## src/rtl/sa_pkg.sv

```systemverilog
// Shared port/select coding for the 5-port switch allocator.
// Optional lock watchdog enabled by defining SA_TIMEOUT_EN.
package sa_pkg;
    localparam int NUM_PORTS = 5;
    localparam int SEL_W     = 3;
    localparam int TIMEOUT   = 16;
    localparam int CNT_W     = $clog2(TIMEOUT + 1);

    typedef logic [SEL_W-1:0] port_t;

    localparam port_t PORT_L   = 3'd0;
    localparam port_t PORT_N   = 3'd1;
    localparam port_t PORT_E   = 3'd2;
    localparam port_t PORT_W   = 3'd3;
    localparam port_t PORT_S   = 3'd4;
    localparam port_t SEL_NONE = 3'd0;

    typedef enum logic {OUT_IDLE = 1'b0, OUT_BUSY = 1'b1} out_state_e;

    function automatic port_t port_to_sel(input port_t p);
        return p + port_t'(1);
    endfunction

    function automatic port_t sel_to_port(input port_t s);
        return s - port_t'(1);
    endfunction

    function automatic logic sel_valid(input port_t s);
        return (s != SEL_NONE) && (s <= port_t'(NUM_PORTS));
    endfunction

    function automatic port_t next_port(input port_t p);
        return (p == port_t'(NUM_PORTS - 1)) ? PORT_L : p + port_t'(1);
    endfunction
endpackage

```

## src/rtl/switch_allocator_if.sv

```systemverilog
// Request/grant bundle between input buffers, allocator and crossbar.
interface switch_allocator_if;
    import sa_pkg::*;
    logic [NUM_PORTS-1:0]       req;
    logic [NUM_PORTS*SEL_W-1:0] dst;
    logic [NUM_PORTS-1:0]       tail;
    logic [NUM_PORTS-1:0]       out_ready;
    logic [NUM_PORTS-1:0]       grant;
    logic [NUM_PORTS-1:0]       xfer;
    logic [SEL_W-1:0]           S_L, S_N, S_E, S_W, S_S;
    logic                       dst_err;

    modport master (output req, dst, tail, out_ready,
                    input  grant, xfer, S_L, S_N, S_E, S_W, S_S, dst_err);
    modport slave  (input  req, dst, tail, out_ready,
                    output grant, xfer, S_L, S_N, S_E, S_W, S_S, dst_err);
endinterface

```

## src/rtl/switch_allocator_rr_arbiter.sv

```systemverilog
// Combinational 5-way round-robin pick: first request at or after ptr.
module rr_arbiter
    import sa_pkg::*;
(
    input  logic [NUM_PORTS-1:0] req,
    input  port_t                ptr,
    output logic                 vld,
    output port_t                winner
);
    logic [SEL_W:0] sum;

    always_comb begin
        vld    = |req;
        winner = PORT_L;
        sum    = '0;
        // Scan farthest-first so the closest request to ptr is written last.
        for (int k = NUM_PORTS - 1; k >= 0; k--) begin
            sum = {1'b0, ptr} + (SEL_W + 1)'(k);
            if (sum >= (SEL_W + 1)'(NUM_PORTS)) sum = sum - (SEL_W + 1)'(NUM_PORTS);
            if (req[sum[SEL_W-1:0]]) winner = sum[SEL_W-1:0];
        end
    end
endmodule

```

## src/rtl/switch_allocator.sv

```systemverilog
// Per-output round-robin allocator with packet locking for the 5-port router.
// Define SA_TIMEOUT_EN to add a per-output lock watchdog.
module switch_allocator
    import sa_pkg::*;
(
    input  logic               clk,
    input  logic               rst,
    switch_allocator_if.slave  bus
);
    logic [NUM_PORTS-1:0][SEL_W-1:0]     dst_code;
    logic [NUM_PORTS-1:0][NUM_PORTS-1:0] cand;
    logic [NUM_PORTS-1:0][SEL_W-1:0]     owner, sel, winner;
    logic [NUM_PORTS-1:0] win_vld, busy, out_xfer, rel_out;
    logic [NUM_PORTS-1:0] grant_q, grant_set, grant_clr, xfer, bad_dst;
    logic                 dst_err_q;

    assign dst_code = bus.dst;

    // An input already holding a lock never competes for a second output.
    always_comb begin
        for (int o = 0; o < NUM_PORTS; o++)
            for (int i = 0; i < NUM_PORTS; i++)
                cand[o][i] = bus.req[i] & ~grant_q[i] & (dst_code[i] == port_to_sel(port_t'(o)));
        for (int i = 0; i < NUM_PORTS; i++)
            bad_dst[i] = bus.req[i] & ~sel_valid(dst_code[i]);
    end

    for (genvar o = 0; o < NUM_PORTS; o++) begin : g_out
        out_state_e st;
        port_t      own, ptr, sel_q;
        logic       rel;

        rr_arbiter u_arb (.req(cand[o]), .ptr(ptr), .vld(win_vld[o]), .winner(winner[o]));

        assign busy[o]     = (st == OUT_BUSY);
        assign out_xfer[o] = busy[o] & bus.req[own] & bus.out_ready[o];

`ifdef SA_TIMEOUT_EN
        logic [CNT_W-1:0] cnt;
        always_ff @(posedge clk or posedge rst) begin
            if (rst)                                  cnt <= '0;
            else if (!busy[o] || out_xfer[o] || rel)  cnt <= '0;
            else                                      cnt <= cnt + CNT_W'(1);
        end
        assign rel = (out_xfer[o] & bus.tail[own]) |
                     (busy[o] & ~out_xfer[o] & (cnt == CNT_W'(TIMEOUT - 1)));
`else
        assign rel = out_xfer[o] & bus.tail[own];
`endif

        always_ff @(posedge clk or posedge rst) begin
            if (rst) begin
                st    <= OUT_IDLE;
                own   <= PORT_L;
                ptr   <= PORT_L;
                sel_q <= SEL_NONE;
            end else begin
                case (st)
                    OUT_IDLE: if (win_vld[o]) begin
                        st    <= OUT_BUSY;
                        own   <= winner[o];
                        sel_q <= port_to_sel(winner[o]);
                    end
                    OUT_BUSY: if (rel) begin
                        st    <= OUT_IDLE;
                        sel_q <= SEL_NONE;
                        ptr   <= next_port(own);
                    end
                    default: st <= OUT_IDLE;
                endcase
            end
        end

        assign owner[o]   = own;
        assign sel[o]     = sel_q;
        assign rel_out[o] = rel;
    end

    always_comb begin
        grant_set = '0;
        grant_clr = '0;
        xfer      = '0;
        for (int o = 0; o < NUM_PORTS; o++) begin
            if (!busy[o] && win_vld[o]) grant_set[winner[o]] = 1'b1;
            if (rel_out[o])             grant_clr[owner[o]]  = 1'b1;
            if (out_xfer[o])            xfer[owner[o]]       = 1'b1;
        end
    end

    always_ff @(posedge clk or posedge rst) begin
        if (rst) begin
            grant_q   <= '0;
            dst_err_q <= 1'b0;
        end else begin
            grant_q   <= (grant_q & ~grant_clr) | grant_set;
            dst_err_q <= |bad_dst;
        end
    end

    assign bus.grant   = grant_q;
    assign bus.xfer    = xfer;
    assign bus.dst_err = dst_err_q;
    assign bus.S_L     = sel[PORT_L];
    assign bus.S_N     = sel[PORT_N];
    assign bus.S_E     = sel[PORT_E];
    assign bus.S_W     = sel[PORT_W];
    assign bus.S_S     = sel[PORT_S];
endmodule

```

## src/flat_wrapper.sv

```systemverilog
// flat-port wrapper written by rule: the top's interface ports become plain ports
module switch_allocator_flat import sa_pkg::*;
  (clk, rst, bus_req, bus_dst, bus_tail, bus_out_ready, bus_grant, bus_xfer, bus_S_L, bus_S_N, bus_S_E, bus_S_W, bus_S_S, bus_dst_err);
  switch_allocator_if bus_i ();
  input  logic clk;
  input  logic rst;
  input wire logic [$bits(bus_i.req)-1:0] bus_req;
  input wire logic [$bits(bus_i.dst)-1:0] bus_dst;
  input wire logic [$bits(bus_i.tail)-1:0] bus_tail;
  input wire logic [$bits(bus_i.out_ready)-1:0] bus_out_ready;
  output wire logic [$bits(bus_i.grant)-1:0] bus_grant;
  output wire logic [$bits(bus_i.xfer)-1:0] bus_xfer;
  output wire logic [$bits(bus_i.S_L)-1:0] bus_S_L;
  output wire logic [$bits(bus_i.S_N)-1:0] bus_S_N;
  output wire logic [$bits(bus_i.S_E)-1:0] bus_S_E;
  output wire logic [$bits(bus_i.S_W)-1:0] bus_S_W;
  output wire logic [$bits(bus_i.S_S)-1:0] bus_S_S;
  output wire logic [$bits(bus_i.dst_err)-1:0] bus_dst_err;
  assign bus_i.req = bus_req;
  assign bus_i.dst = bus_dst;
  assign bus_i.tail = bus_tail;
  assign bus_i.out_ready = bus_out_ready;
  assign bus_grant = bus_i.grant;
  assign bus_xfer = bus_i.xfer;
  assign bus_S_L = bus_i.S_L;
  assign bus_S_N = bus_i.S_N;
  assign bus_S_E = bus_i.S_E;
  assign bus_S_W = bus_i.S_W;
  assign bus_S_S = bus_i.S_S;
  assign bus_dst_err = bus_i.dst_err;
  switch_allocator u_core (.clk(clk), .rst(rst), .bus(bus_i));
endmodule
```

## config.mk

```make
export PLATFORM = sky130hd
export DESIGN_NAME = switch_allocator_flat
export DESIGN_NICKNAME = d
export VERILOG_FILES = /design/src/rtl/sa_pkg.sv /design/src/rtl/switch_allocator_if.sv /design/src/rtl/switch_allocator_rr_arbiter.sv /design/src/rtl/switch_allocator.sv /design/src/flat_wrapper.sv
export SDC_FILE = /design/constraint.sdc
export NUM_CORES = 1
export LEC_CHECK = 0
export ABC_AREA = 1
export CELL_PAD_IN_SITES_DETAIL_PLACEMENT = 1
export CELL_PAD_IN_SITES_GLOBAL_PLACEMENT = 2
export CORE_MARGIN = 1.5
export CORE_UTILIZATION = 35
export CTS_CLUSTER_DIAMETER = 40
export CTS_CLUSTER_SIZE = 40
export DETAILED_ROUTE_END_ITERATION = 8
export GPL_ROUTABILITY_DRIVEN = 0
export PLACE_DENSITY = 0.86
export SLEW_MARGIN = 20
export SYNTH_ARGS = -nofsm -noshare
export SYNTH_HDL_FRONTEND = slang
export SYNTH_SLANG_ARGS = --single-unit
```

## constraint.sdc

```tcl
create_clock -name clk -period 8.2 [get_ports clk]
set_input_delay 0.82 -clock clk [delete_from_list [all_inputs] [get_ports clk]]
set_output_delay 0.82 -clock clk [all_outputs]
set_load 0.005 [all_outputs]
```

==> Yosys cells after proc, flatten, opt, wreduce, memory -nomap -nowiden <==
Cells that the tools add are included.
{ "word_totals": {"register_bits": 56, "out_inout_bits": 26, "input_bits": 32} }
{ "op_classes": {"bitwise_logic": 80, "reduce_logical": 51, "add_sub_neg": 55, "muxes": 190, "magnitude_cmp": 75, "eq_ne": 40} }
{ "ops": {"columns": ["op", "n"], "rows": [
  ["$mux W3", 65],
  ["$lt A3 B4 Y1 const B", 35],
  ["$bmux W1 S3", 35],
  ["$ge A4 B3 Y1 const B", 20],
  ["$mux W5", 15],
  ["$sub A3 B3 Y3 const B", 25],
  ["$or A5 B5 Y5", 13],
  ["$mux W1", 55],
  ["$and A1 B1 Y1", 50],
  ["$eq A3 B3 Y1 const B", 15],
  ["$add A3 B2 Y4 const B", 10],
  ["$add A3 B1 Y3 const B", 10],
  ["$demux W1 S3", 10],
  ["$eq A3 B2 Y1 const B", 10],
  ["$ge A3 B1 Y1 const B", 10],
  ["$pmux W3 S2", 5],
  ["$reduce_and A2 Y1", 15],
  ["$reduce_or A5 Y1", 6],
  ["$add A3 B1 Y4 const B", 5],
  ["$add A3 B3 Y4 const B", 5],
  ["$logic_and A1 B1 Y1", 20],
  ["$ne A2 B2 Y1 const B", 10],
  ["$eq A3 B1 Y1 const B", 5],
  ["$ge A3 B3 Y1 const B", 5],
  ["other kinds (7)", 37]
]} }

==> Depth between registers and ports, before layout <==
Gate-level depths: netlist (run 1).
{ "depth": {"depth_word": 24, "mapped_depth": 25, "depth_no_buf": 24} }

==> Hierarchy <==
From an unflattened synthesis (run 1), not the netlist that was laid out.
{ "hier_totals": {"hier_cells": 1539, "area_unflattened_um2": 8649.5} }
{ "by_module_without_submodules": {"columns": ["module", "cells_per_inst", "n_inst", "area_per_inst_um2", "seq_area_each_um2"], "rows": [
  ["rr_arbiter", 181, 5, 905.9, 0.0],
  ["switch_allocator", 634, 1, 4120.2, 1401.3]
]} }

==> Worst setup path before layout (run 1) <==
Ideal clock, no wire load.
{ "synth_timing": {"path_type": "register -> register", "from": "register u_core.g_out[4].ptr[0]", "to": "register u_core.g_out[4].sel_q[1], in the netlist u_core.bus.S_S[1]", "t_arrival_ps": 2989, "required_time_ps": 8079, "synth_period_minus_slack_ps": 3110, "path_stages_with_launch": 20, "setup_time_ps": 121, "setup_slack_ps": 5090, "cell_sequence": "dfrtp_1 > buf_4 > inv_2 > ha_1 > inv_1 > fa_1 > nor2_1 > nor2_1 > o21ai_0 > inv_1 > o211ai_1 > nand2_1 > a21boi_0 > nand3_1 > nand2_1 > nand3_1 > nand2_1 > inv_1 > ha_1 > a22o_1"} }
{ "synth_between": {"elab_chain_cells": 13, "word_cells_on_any_way": 37, "classes_between": "10 x add/sub; 5 x order compare; 22 x mux"} }
{ "synth_rtl": {"columns": ["element", "line_no", "text"], "rows": [
  ["start: declaration", "switch_allocator.sv:30", "port_t own, ptr, sel_q;"],
  ["start signal: assignment", "switch_allocator.sv:67", "ptr <= next_port(own);"],
  ["$add A3 B3 Y4", "switch_allocator_rr_arbiter.sv:18", "sum = {1'b0, ptr} + (SEL_W + 1)'(k);"],
  ["$ge A4 B3 Y1 / $sub A3 B3 Y3 (equally long branches)", "switch_allocator_rr_arbiter.sv:19", "if (sum >= (SEL_W + 1)'(NUM_PORTS)) sum = sum - (SEL_W + 1)'(NUM_PORTS);"],
  ["$mux W3", "switch_allocator_rr_arbiter.sv:19", null],
  ["$bmux W1 S3", "switch_allocator_rr_arbiter.sv:20", "if (req[sum[SEL_W-1:0]]) winner = sum[SEL_W-1:0];"],
  ["$mux W1 (not written as such)", "switch_allocator_rr_arbiter.sv:20", null],
  ["$mux W3 (4 in series)", "switch_allocator_rr_arbiter.sv:20", null],
  ["$mux W3 *", "switch_allocator_rr_arbiter.sv:20", null],
  ["named net u_core.g_out[4].u_arb.winner[0]", "switch_allocator_rr_arbiter.sv:8", "output port_t winner"],
  ["$add A3 B1 Y3 *", "sa_pkg.sv:21", "return p + port_t'(1);"],
  ["$mux W3 *", "switch_allocator.sv:59", "OUT_IDLE: if (win_vld[o]) begin"],
  ["$pmux W3 S2 *", "switch_allocator.sv:58", "case (st)"],
  ["end signal: assignment", "switch_allocator.sv:62", "sel_q <= port_to_sel(winner[o]);"],
  ["end: declaration", "switch_allocator.sv:30", null]
]} }
The timed path passes the listed nets; every way through them passes the cells marked *. The select of a mux whose other input is x is not followed.
A chain may end at the register's enable or synchronous reset.

==> Worst setup path after layout (run 1) <==
{ "layout_timing": {"from": "input port bus_req[0]", "to": "output port bus_xfer[2]"} }
{ "layout_between": {"elab_chain_cells": 13, "word_cells_on_any_way": 29, "classes_between": "15 x mux; 14 x bitwise"} }
{ "layout_rtl": {"columns": ["element", "line_no", "text"], "rows": [
  ["start: declaration", "flat_wrapper.sv:7", "input wire logic [$bits(bus_i.req)-1:0] bus_req;"],
  ["$bmux W1 S3", "switch_allocator.sv:36", "assign out_xfer[o] = busy[o] & bus.req[own] & bus.out_ready[o];"],
  ["$mux W1 (not written as such)", "switch_allocator.sv:36", null],
  ["$and A1 B1 Y1 (2 in series)", "switch_allocator.sv:36", null],
  ["$mux W5", "switch_allocator.sv:86", "if (out_xfer[o]) xfer[owner[o]] = 1'b1;"],
  ["$or A5 B5 Y5 (no source line)", null, null],
  ["$mux W5", "switch_allocator.sv:86", null],
  ["$or A5 B5 Y5 (no source line)", null, null],
  ["$mux W5", "switch_allocator.sv:86", null],
  ["$or A5 B5 Y5 (no source line)", null, null],
  ["$mux W5", "switch_allocator.sv:86", null],
  ["$or A5 B5 Y5 (no source line)", null, null],
  ["$mux W5 *", "switch_allocator.sv:86", null],
  ["end: declaration", "flat_wrapper.sv:12", "output wire logic [$bits(bus_i.xfer)-1:0] bus_xfer;"]
]} }
Every way passes the cells marked *; elsewhere a longest branch is shown, timed or not. The select of a mux whose other input is x is not followed.

==> flow_summary_export.csv, run 1 <==
group,metric,value,unit
logic_synthesis,synth_fa_ha_area_share,9.56,%
timing,hold_violations,0,
power,power_density,378,nW/um^2
placed_design,place_hpwl,27.3,mm
logic_synthesis,synth_edf_count,0,
cells_and_area,fillers,3333,
grt,global_route.usage.met2,43.4,%
setup_path,max_stage_delay,0.77,ns
floorplan,initial_utilization,35.6,%
clock_tree,cts_buffer_depth,2,
timing,worst_pin_slew,0.882,ns
floorplan,core_region_area,24200,um^2
clock_tree,clk_pin_slew_worst_paths,0.08,ns
setup_path,end_kind,"output pin",
timing,finalSetupViolations,0,
timing,final.setup.tns,0,ns
worst_hold_path,hold_class,"reg2reg",
clock_tree,cts_tree,"done",
clock_tree,ctsRootBufferMaster,"clkbuf_16",
logic_synthesis,synth_top_family_by_area,"simple AND/OR/NAND/NOR gates",
placed_design,dp_slack,4.28,ns
outcome,status,"finished, final reports clean",
cells_and_area,final_cell_count_no_fill,1844,
clock_tree,clkLatencyLatePin,0.32,ns
logic_synthesis,synthFlopType,"dfrtp_1",
drt,num_vias,9908,
grt,grt_remaining_overflow,0,
grt,grt-busiest-layer,"met2",
power,max-vdd-ir-drop,0.169,mV
setup_path,worst-setup-path-type,"in2out",
placed_design,dp.cells,1836,
timing,setup_ws,4.19,ns
setup_path,path_common_cell,"clkdlybuf4s50_1",
clock_tree,h-tree-depth,2,
logic_synthesis,ys_types,63,
clock_tree,cts_made_buffers,5,
power,clkPwrFrac,6.7,%
floorplan,num_rows,57,
logic_synthesis,synthXorXnorAreaFrac,1.78,%
clock_tree,holdBufCountCts,0,
logic_synthesis,yosysWarnings,0,
logic_synthesis,ys_seq_area_share,16.2,%
power,pwr-share-seq,13.9,%
drt,routedWlPerCell,17.9,um
clock_tree,postCtsSetupBuffers,0,
logic_synthesis,synth_mux_area_share,0,%
clock_tree,cts.sinks,56,
timing,fmax,250,MHz
timing,grt_setup_unrepaired,"no",
cells_and_area,design_area,9670,um^2
power,p_int,1410,uW
logic_synthesis,async_flop_share,100,%
setup_path,cp_max_fo,8,
floorplan,fp.dieW,160,um
logic_synthesis,syn_area_per_cell,5.88,um^2
clock_tree,cts_repair_resize_count,0,
power,p_switching,2240,uW
grt,antenna_found_initial,0,
setup_path,startpoint_type,"input pin",
logic_synthesis,yosys.area_share.simple,45.6,%
timing,maxSlewHeadroom,41.0,%
cells_and_area,drive_gt1_share,8.03,%
cells_and_area,num_antenna_cells,0,
logic_synthesis,netlist_instances,1469,
grt,grt_use_total,26.1,%
logic_synthesis,synthesis.area,8640,um^2
floorplan,dieArea,25600,um^2
grt,grt_use_met1,35.6,%
floorplan,io_pins,58,
drt,viasPerCell,5.37,
drt,dr.pass1.iters,6,
power,leakagePower,0.00496,uW
setup_path,crit_path_top_delay_cell,"clkdlybuf4s50_1",
grt,grt_pass1_wl,53.6,mm
floorplan,die_h,160,um
cells_and_area,area_growth,11.9,%
logic_synthesis,syn-num-nets,1564,
setup_path,required,7.38,ns
timing,period_minus_slack,4.01,ns
job,maxCapViolCount,0,
drt,drt_iter0_drc,539,
timing,skew,0.00922,ns
timing,fin_crit_sh,48.8,%
power,p_comb_share,79.4,%
placed_design,placed_area,9510,um^2
drt,ant_nets,0,
logic_synthesis,synth_seq_cells,56,
grt,grt_pass1_vias,10000,
grt,grt_max_degree,57,
power,switching_share,61.3,%
logic_synthesis,synth-compound-area-share,15.9,%
grt,met3_usage,3.04,%
setup_path,path_cells,"clkdlybuf4s50_1 > nand2_1 > nand4_1 > nand3_1 > nor4_1 > a221oi_1 > o221ai_1 > clkdlybuf4s50_1",
drt,drc_errors,0,
placed_design,portBuffers,57,
timing,finalMaxSlewViolations,0,
cells_and_area,num-nets-final,1614,
drt,wl,33.0,mm
setup_path,cp_data_arrival_time,3.19,ns
-- layout make-up --
cell class                 count  area [um^2]  area share, %
clock buffer                   6          139           1.44
clock inverter                 2         18.8          0.194
inverter                     221          831           8.59
multi-input combinational   1177         6300           65.1
sequential                    56         1400           14.5
tap                          324          405           4.19
timing repair buffer          58          578           5.98
-- synthesized netlist by cell type (4+ instances only) --
cell / count / share of area (%)
nor2_1: 108 / 4.7
dfrtp_1: 56 / 16
nand3_1: 191 / 11
nor3_2: 4 / 0.46
a22oi_1: 5 / 0.43
o21ai_2: 8 / 0.81
o21ai_1: 15 / 0.87
inv_2: 27 / 1.2
buf_6: 5 / 0.65
o21a_1: 5 / 0.43
nor4_1: 4 / 0.29
buf_2: 4 / 0.23
a21oi_1: 37 / 2.1
nand3b_1: 7 / 0.61
nand4_1: 31 / 2.2
a221oi_1: 4 / 0.41
ha_1: 58 / 8.4
nand3_2: 5 / 0.58
nand2_1: 464 / 20
nand2_2: 31 / 2.2
xor2_1: 7 / 0.71
fa_1: 5 / 1.2
o211ai_1: 11 / 0.96
o22ai_1: 7 / 0.51
inv_1: 192 / 8.3
o21ai_0: 91 / 5.3
nor2_4: 6 / 0.78
nor3_1: 15 / 0.87
a21oi_2: 5 / 0.51
xnor2_1: 5 / 0.51
-- worst paths after layout --
path | start | end | slack [ns] | cells after the start
setup / recovery | bus_req[0] | bus_xfer[2] | 4.19 | 8
hold / removal | u_core.bus.S_L[1] | u_core.bus.S_L[1] | 0.51 | 2
setup reg to reg | u_core.g_out[3].ptr[0] | u_core.bus.grant[4] | 4.34 | 19
hold reg to reg | u_core.bus.S_L[1] | u_core.bus.S_L[1] | 0.51 | 2
max in group asynchronous | rst | u_core.g_out[0].ptr[0] | 6.62 | 3
min in group asynchronous | rst | u_core.bus.grant[4] | 1.06 | 3
-- sequential cells by signal, summed over array words and instances, names as in the netlist --
register	cells
u_core.g_out.own	15
u_core.g_out.ptr	15
u_core.bus.grant	5
u_core.g_out.st	5
u_core.bus.S_E	3
u_core.bus.S_L	3
u_core.bus.S_N	3
u_core.bus.S_S	3
u_core.bus.S_W	3
u_core.bus.dst_err	1
-- power groups by stage --
stage,combinational (uW),clock [uW],sequential (uW)
finish,2900,244,510
global route,3300,257,526
CTS,2880,249,508
detailed placement,2860,0,513
global placement,2780,0,513
floorplan,2140,0,444
-- through the flow --
stage	hold slack, ns	util [%]	power, uW
2_1_floorplan	0.465	-	2590
3_3_place_gp	0.491	39.2	3300
3_5_place_dp	0.495	39.2	3370
4_1_cts	0.515	39.9	3640
5_1_grt	0.531	39.9	4090
6_report	0.508	39.9	3660
-- worst max-delay path: cells and delay by family --
kind,cells,cell delay [ns]
AND/OR/NAND/NOR,4,0.79
AO/OA/AOI/OAI,2,0.25
buffers and inverters,2,1.32
-- kinds of logic (layout without fill, tap and decap cells) --
family | Yosys count | after routing
simple gates | 881 | 881
buf+inv | 236 | 287
compound gates | 218 | 218
fa+ha+maj | 63 | 63
flops | 56 | 56
xor+xnor | 15 | 15
-- placed cells by master (no fill, tap or decap), drive strengths merged, types with 21 or more instances in the layout --
master / count
nor2: 117
nand3: 196
dfrtp: 56
a21oi: 45
ha: 58
clkdlybuf4s50: 57
nand4: 32
o21ai: 114
nand2: 497
inv: 220
nor3: 21
-- per-layer routing --
layer | share of wire [%] | up-vias
met5 | 0 | -
met4 | 2.6 | 0
met3 | 4.0 | 47
met2 | 46 | 212
met1 | 48 | 4743
li1 | - | 4906
(Power assumes the default switching activity.)
==> run 2, diff against run 1 <==
Settings changed: CORE_UTILIZATION 35 to 29, PLACE_DENSITY 0.86 to 0.76.
Clock period 8.2 ns to 3.3 ns, I/O delays scaled along.
==> flow_summary_export.csv, run 2 (synthesis gave the netlist of run 1 again) <==
group,metric,value,unit
placed_design,portBuffers,57,
timing,finalSetupViolations,0,
cells_and_area,num-nets-final,1672,
setup_path,startpoint_type,"input pin",
power,clkPwrFrac,7.7,%
timing,worst_pin_slew,0.582,ns
cells_and_area,num_antenna_cells,0,
power,power_density,939,nW/um^2
clock_tree,holdBufCountCts,0,
setup_path,required,2.97,ns
power,pwr-share-seq,11.9,%
clock_tree,cts_buffer_depth,2,
cells_and_area,largest_registers,"u_core.g_out.own x15, u_core.g_out.ptr x15",
timing,setup_ws,0.143,ns
grt,antenna_found_initial,0,
cells_and_area,area_growth,19.6,%
floorplan,initial_utilization,29.3,%
outcome,status,"finished, final reports clean",
power,max-vdd-ir-drop,0.469,mV
clock_tree,cts_tree,"done",
setup_path,path_cells,"clkdlybuf4s50_1 > inv_1 > o22ai_1 > nor2_1 > o21ai_1 > nand3_2 > o211ai_1 > a221o_1 > clkdlybuf4s50_1",
timing,finalMaxSlewViolations,0,
setup_path,reg2reg_from,"u_core.g_out[4].ptr[1]",
drt,num_vias,9990,
grt,grt_max_degree,25,
setup_path,cp_max_fo,6,
power,p_int,4030,uW
setup_path,path_common_cell,"clkdlybuf4s50_1",
clock_tree,clkLatencyLatePin,0.32,ns
setup_path,path_buf_inv,3,
drt,viasPerCell,5.08,
cells_and_area,mostFrequentLayoutCells,"nand2_1 (458), nand3_1 (191), inv_1 (185)",
timing,grt_setup_unrepaired,"yes",
setup_path,end_kind,"output pin",
placed_design,place_hpwl,28.1,mm
floorplan,num_rows,63,
grt,grt_use_total,21.8,%
worst_hold_path,hold_class,"in2async",
power,p_switching,5680,uW
cells_and_area,final_cell_count_no_fill,1968,
drt,drc_errors,0,
clock_tree,cts_made_buffers,5,
clock_tree,cts.sinks,56,
drt,drt_iter0_drc,421,
timing,fin_crit_sh,95.7,%
grt,grt_remaining_overflow,0,
drt,ant_nets,0,
cells_and_area,drive_gt1_share,13.6,%
clock_tree,ctsRootBufferMaster,"clkbuf_16",
power,switching_share,58.5,%
timing,skew,0.0105,ns
timing,fmax,317,MHz
job,maxCapViolCount,0,
placed_design,dp.cells,1948,
floorplan,dieArea,30800,um^2
timing,hold_violations,0,
cells_and_area,fillers,3980,
clock_tree,h-tree-depth,2,
power,leakagePower,0.00525,uW
placed_design,dp_slack,-0.0389,ns
drt,dr.pass1.iters,5,
setup_path,max_stage_delay,0.74,ns
setup_path,crit_path_top_delay_cell,"clkdlybuf4s50_1",
floorplan,die_h,176,um
drt,wl,33.4,mm
grt,grt_pass1_wl,53.3,mm
setup_path,crit_family,"buffers and inverters",
cells_and_area,final_common_cell,"nand2_1",
setup_path,worstSetupStartpoint,"bus_req[4]",
power,p_comb_share,80.4,%
floorplan,fp.dieW,176,um
floorplan,core_region_area,29500,um^2
setup_path,cp_data_arrival_time,2.83,ns
setup_path,worst-setup-path-type,"in2out",
grt,grt_pass1_vias,10000,
clock_tree,clk_pin_slew_worst_paths,0.09,ns
timing,maxSlewHeadroom,61.1,%
drt,routedWlPerCell,17.0,um
floorplan,io_pins,58,
timing,period_minus_slack,3.16,ns
==> run 2: cell count changes in the layout (fill, tap and decap cells not counted), moves of 6 or more <==
cell	change
nand2_2	+6
o21ai_0	-11
inv_1	-6
nand2_1	-6
buf_4	+58
o21ai_1	+8
==> run 2: metal layers <==
layer / part of all wire [%] / wire, um / global-route usage [%]
met1: 48 / 16000 / 29.1
met2: 47 / 15600 / 37.3
met3: 3.0 / 1010 / 2.32
met4: 2.2 / 741 / 5.31
met5: 0 / 0 / 0
==> run 2: final timing paths <==
path,slack (ns),to,cells past startpoint
max in group asynchronous,2.16,u_core.g_out[4].ptr[1],3
setup / recovery,0.14,bus_xfer[0],9
hold / removal,0.38,u_core.g_out[3].ptr[0],2
setup reg to reg,0.22,u_core.bus.S_S[1],20
hold reg to reg,0.52,u_core.bus.S_S[1],1
min in group clk,0.52,u_core.bus.S_S[1],1
==> run 2: power groups by stage <==
stage	logic, uW	registers, uW	clock network (uW)
global route	8900	1190	786
finish	7810	1160	743
global placement	7290	1160	0
CTS	7520	1150	764
detailed placement	7470	1160	0
floorplan	5330	1100	0
==> run 2: through the flow <==
stage	instance area (um^2)	hold slack [ns]	setup TNS, ns	total power, uW	utilization (%)
after detailed placement	9940	0.482	-0.0389	8630	33.7
final	10300	0.381	0	9710	35.1
after floorplan	8640	0.465	0	6430	-
after global routing	10300	0.434	-0.0476	10900	35.1
after global placement	9940	0.491	0	8450	33.7
after CTS	10100	0.408	0	9430	34.4
==> run 2: layout make-up <==
class                   instances  area (um^2)  area share [%]
clock inverters                 3         68.8           0.666
inverters                     221          837            8.10
clock buffers                   5          125            1.21
multi-input cells            1177         6390            61.9
flip-flops and latches         56         1410            13.6
repair buffers                116         1010            9.81
well taps                     390          488            4.72
==> run 2: timing repair <==
action	in CTS	in global routing
pin swaps	0	2
resized for setup	3	46
setup buffers	0	12
endpoints found under the setup margin	2	17
==> run 3, diff against run 2 <==
Settings changed: CORE_MARGIN 1.5 to unset.
==> flow_summary_export.csv, run 3 (synthesis gave the netlist of run 1 again) <==
group,metric,value,unit
drt,dr.pass1.iters,4,
timing,final.setup.tns,0,ns
worst_hold_path,hold_class,"in2async",
grt,antenna_found_initial,0,
timing,period_minus_slack,3.13,ns
floorplan,io_pins,58,
cells_and_area,num_antenna_cells,0,
setup_path,startpoint_type,"input pin",
floorplan,num_rows,62,
grt,grt_pass1_wl,54.5,mm
drt,wl,33.7,mm
grt,grt_max_degree,33,
setup_path,crit_path_top_delay_cell,"clkdlybuf4s50_1",
floorplan,core_region_area,29000,um^2
drt,routedWlPerCell,17.1,um
job,maxCapViolCount,0,
drt,drt_iter0_drc,563,
cells_and_area,num-nets-final,1678,
timing,fin_crit_sh,94.8,%
timing,hold_violations,0,
placed_design,dp_slack,-0.0362,ns
timing,setup_ws,0.171,ns
placed_design,placed_area,10100,um^2
cells_and_area,drive_gt1_share,13.6,%
setup_path,max_stage_delay,0.69,ns
clock_tree,cts_made_buffers,5,
setup_path,path_cells,"clkdlybuf4s50_1 > inv_1 > o21ai_0 > inv_1 > nand4_1 > nand3_1 > inv_2 > nand2_1 > o211ai_1 > a221o_1 > clkdlybuf4s50_1",
timing,fmax,320,MHz
power,power_density,923,nW/um^2
cells_and_area,largest_registers,"u_core.g_out.own x15, u_core.g_out.ptr x15",
clock_tree,cts_buffer_depth,2,
setup_path,worst-setup-path-type,"in2out",
floorplan,fp.dieW,175,um
power,leakagePower,0.00528,uW
timing,maxSlewHeadroom,54.1,%
timing,skew,0.0119,ns
cells_and_area,mostFrequentLayoutCells,"nand2_1 (460), nand3_1 (191), inv_1 (183)",
timing,finalSetupViolations,0,
grt,grt_use_total,22.4,%
clock_tree,h-tree-depth,2,
timing,finalMaxSlewViolations,0,
floorplan,die_h,175,um
cells_and_area,fin_util,35.7,%
timing,worst_pin_slew,0.688,ns
cells_and_area,final_common_cell,"nand2_1",
setup_path,crit_family,"buffers and inverters",
grt,grt_pass1_vias,10200,
outcome,status,"finished, final reports clean",
clock_tree,clkLatencyLatePin,0.31,ns
drt,viasPerCell,5.11,
setup_path,cp_data_arrival_time,2.80,ns
placed_design,place_hpwl,28.7,mm
placed_design,portBuffers,57,
setup_path,cp_max_fo,6,
timing,grt_setup_unrepaired,"yes",
grt,grt_remaining_overflow,0,
cells_and_area,design_area,10400,um^2
power,max-vdd-ir-drop,0.507,mV
setup_path,reg2reg_from,"u_core.g_out[4].ptr[0]",
drt,num_vias,10100,
setup_path,rr_worst_depth,18,
cells_and_area,area_growth,20.0,%
setup_path,r2r_end,"u_core.bus.S_S[1]",
setup_path,end_kind,"output pin",
floorplan,initial_utilization,29.8,%
clock_tree,clk_pin_slew_worst_paths,0.08,ns
clock_tree,cts_tree,"done",
setup_path,required,2.97,ns
drt,ant_nets,0,
power,total_power,9570,uW
clock_tree,cts.sinks,56,
drt,drc_errors,0,
setup_path,path_buf_inv,5,
clock_tree,ctsRootBufferMaster,"clkbuf_16",
setup_path,r2r_setup_slack,0.24,ns
floorplan,dieArea,30500,um^2
[run 3: how the worst max path moves through the flow]
stage                                 from  slack (ns)           endpoint  cells past startpoint
global route        u_core.g_out[2].ptr[0]       -0.05  u_core.bus.S_E[2]                     19
CTS                 u_core.g_out[4].ptr[1]        0.03  u_core.bus.S_S[1]                     17
floorplan           u_core.g_out[4].ptr[0]        0.19  u_core.bus.S_S[1]                     19
global placement                bus_req[3]       -0.05  u_core.bus.S_E[2]                     17
detailed placement              bus_req[3]       -0.04  u_core.bus.S_E[2]                     17
finish                          bus_req[3]        0.17        bus_xfer[0]                     11
[run 3: what timing repair did]
item                                    in CTS  in global routing
hold endpoints to repair                     0                  0
hold buffers                                 0                  0
endpoints found under the setup margin       0                 19
setup buffers                                0                  4
gates resized for setup                      0                 42
[run 3: final cells by class]
class / instances / area (um^2)
fillers: 3889 / 18600
clock inverters: 2 / 60.1
flip-flops and latches: 56 / 1410
clock buffers: 5 / 125
multi-input cells: 1177 / 6390
inverters: 221 / 833
repair buffers: 122 / 1070
well taps: 384 / 480
[run 3: per-layer routing]
| metal | part of all wire, % | wire (um) | up-vias | global-route usage (%) |
|---|---|---|---|---|
| li1 | - | - | 5045 | - |
| met1 | 49 | 16500 | 4799 | 31.1 |
| met2 | 46 | 15500 | 179 | 37.6 |
| met3 | 3.7 | 1250 | 31 | 2.44 |
| met4 | 1.6 | 540 | 0 | 4.38 |
| met5 | 0 | 0 | - | 0 |
[run 3: per-stage QoR]
step / hold slack (ns) / std cells
2_1_floorplan: 0.465 / 1469
3_3_place_gp: 0.502 / 1956
3_5_place_dp: 0.501 / 1956
4_1_cts: 0.464 / 1963
5_1_grt: 0.493 / 1967
6_report: 0.431 / 1967
[run 3: power by group]
part / internal [uW] / switching, uW
clock network: 432 / 281
registers: 883 / 292
logic: 2650 / 5030
total: 3970 / 5600
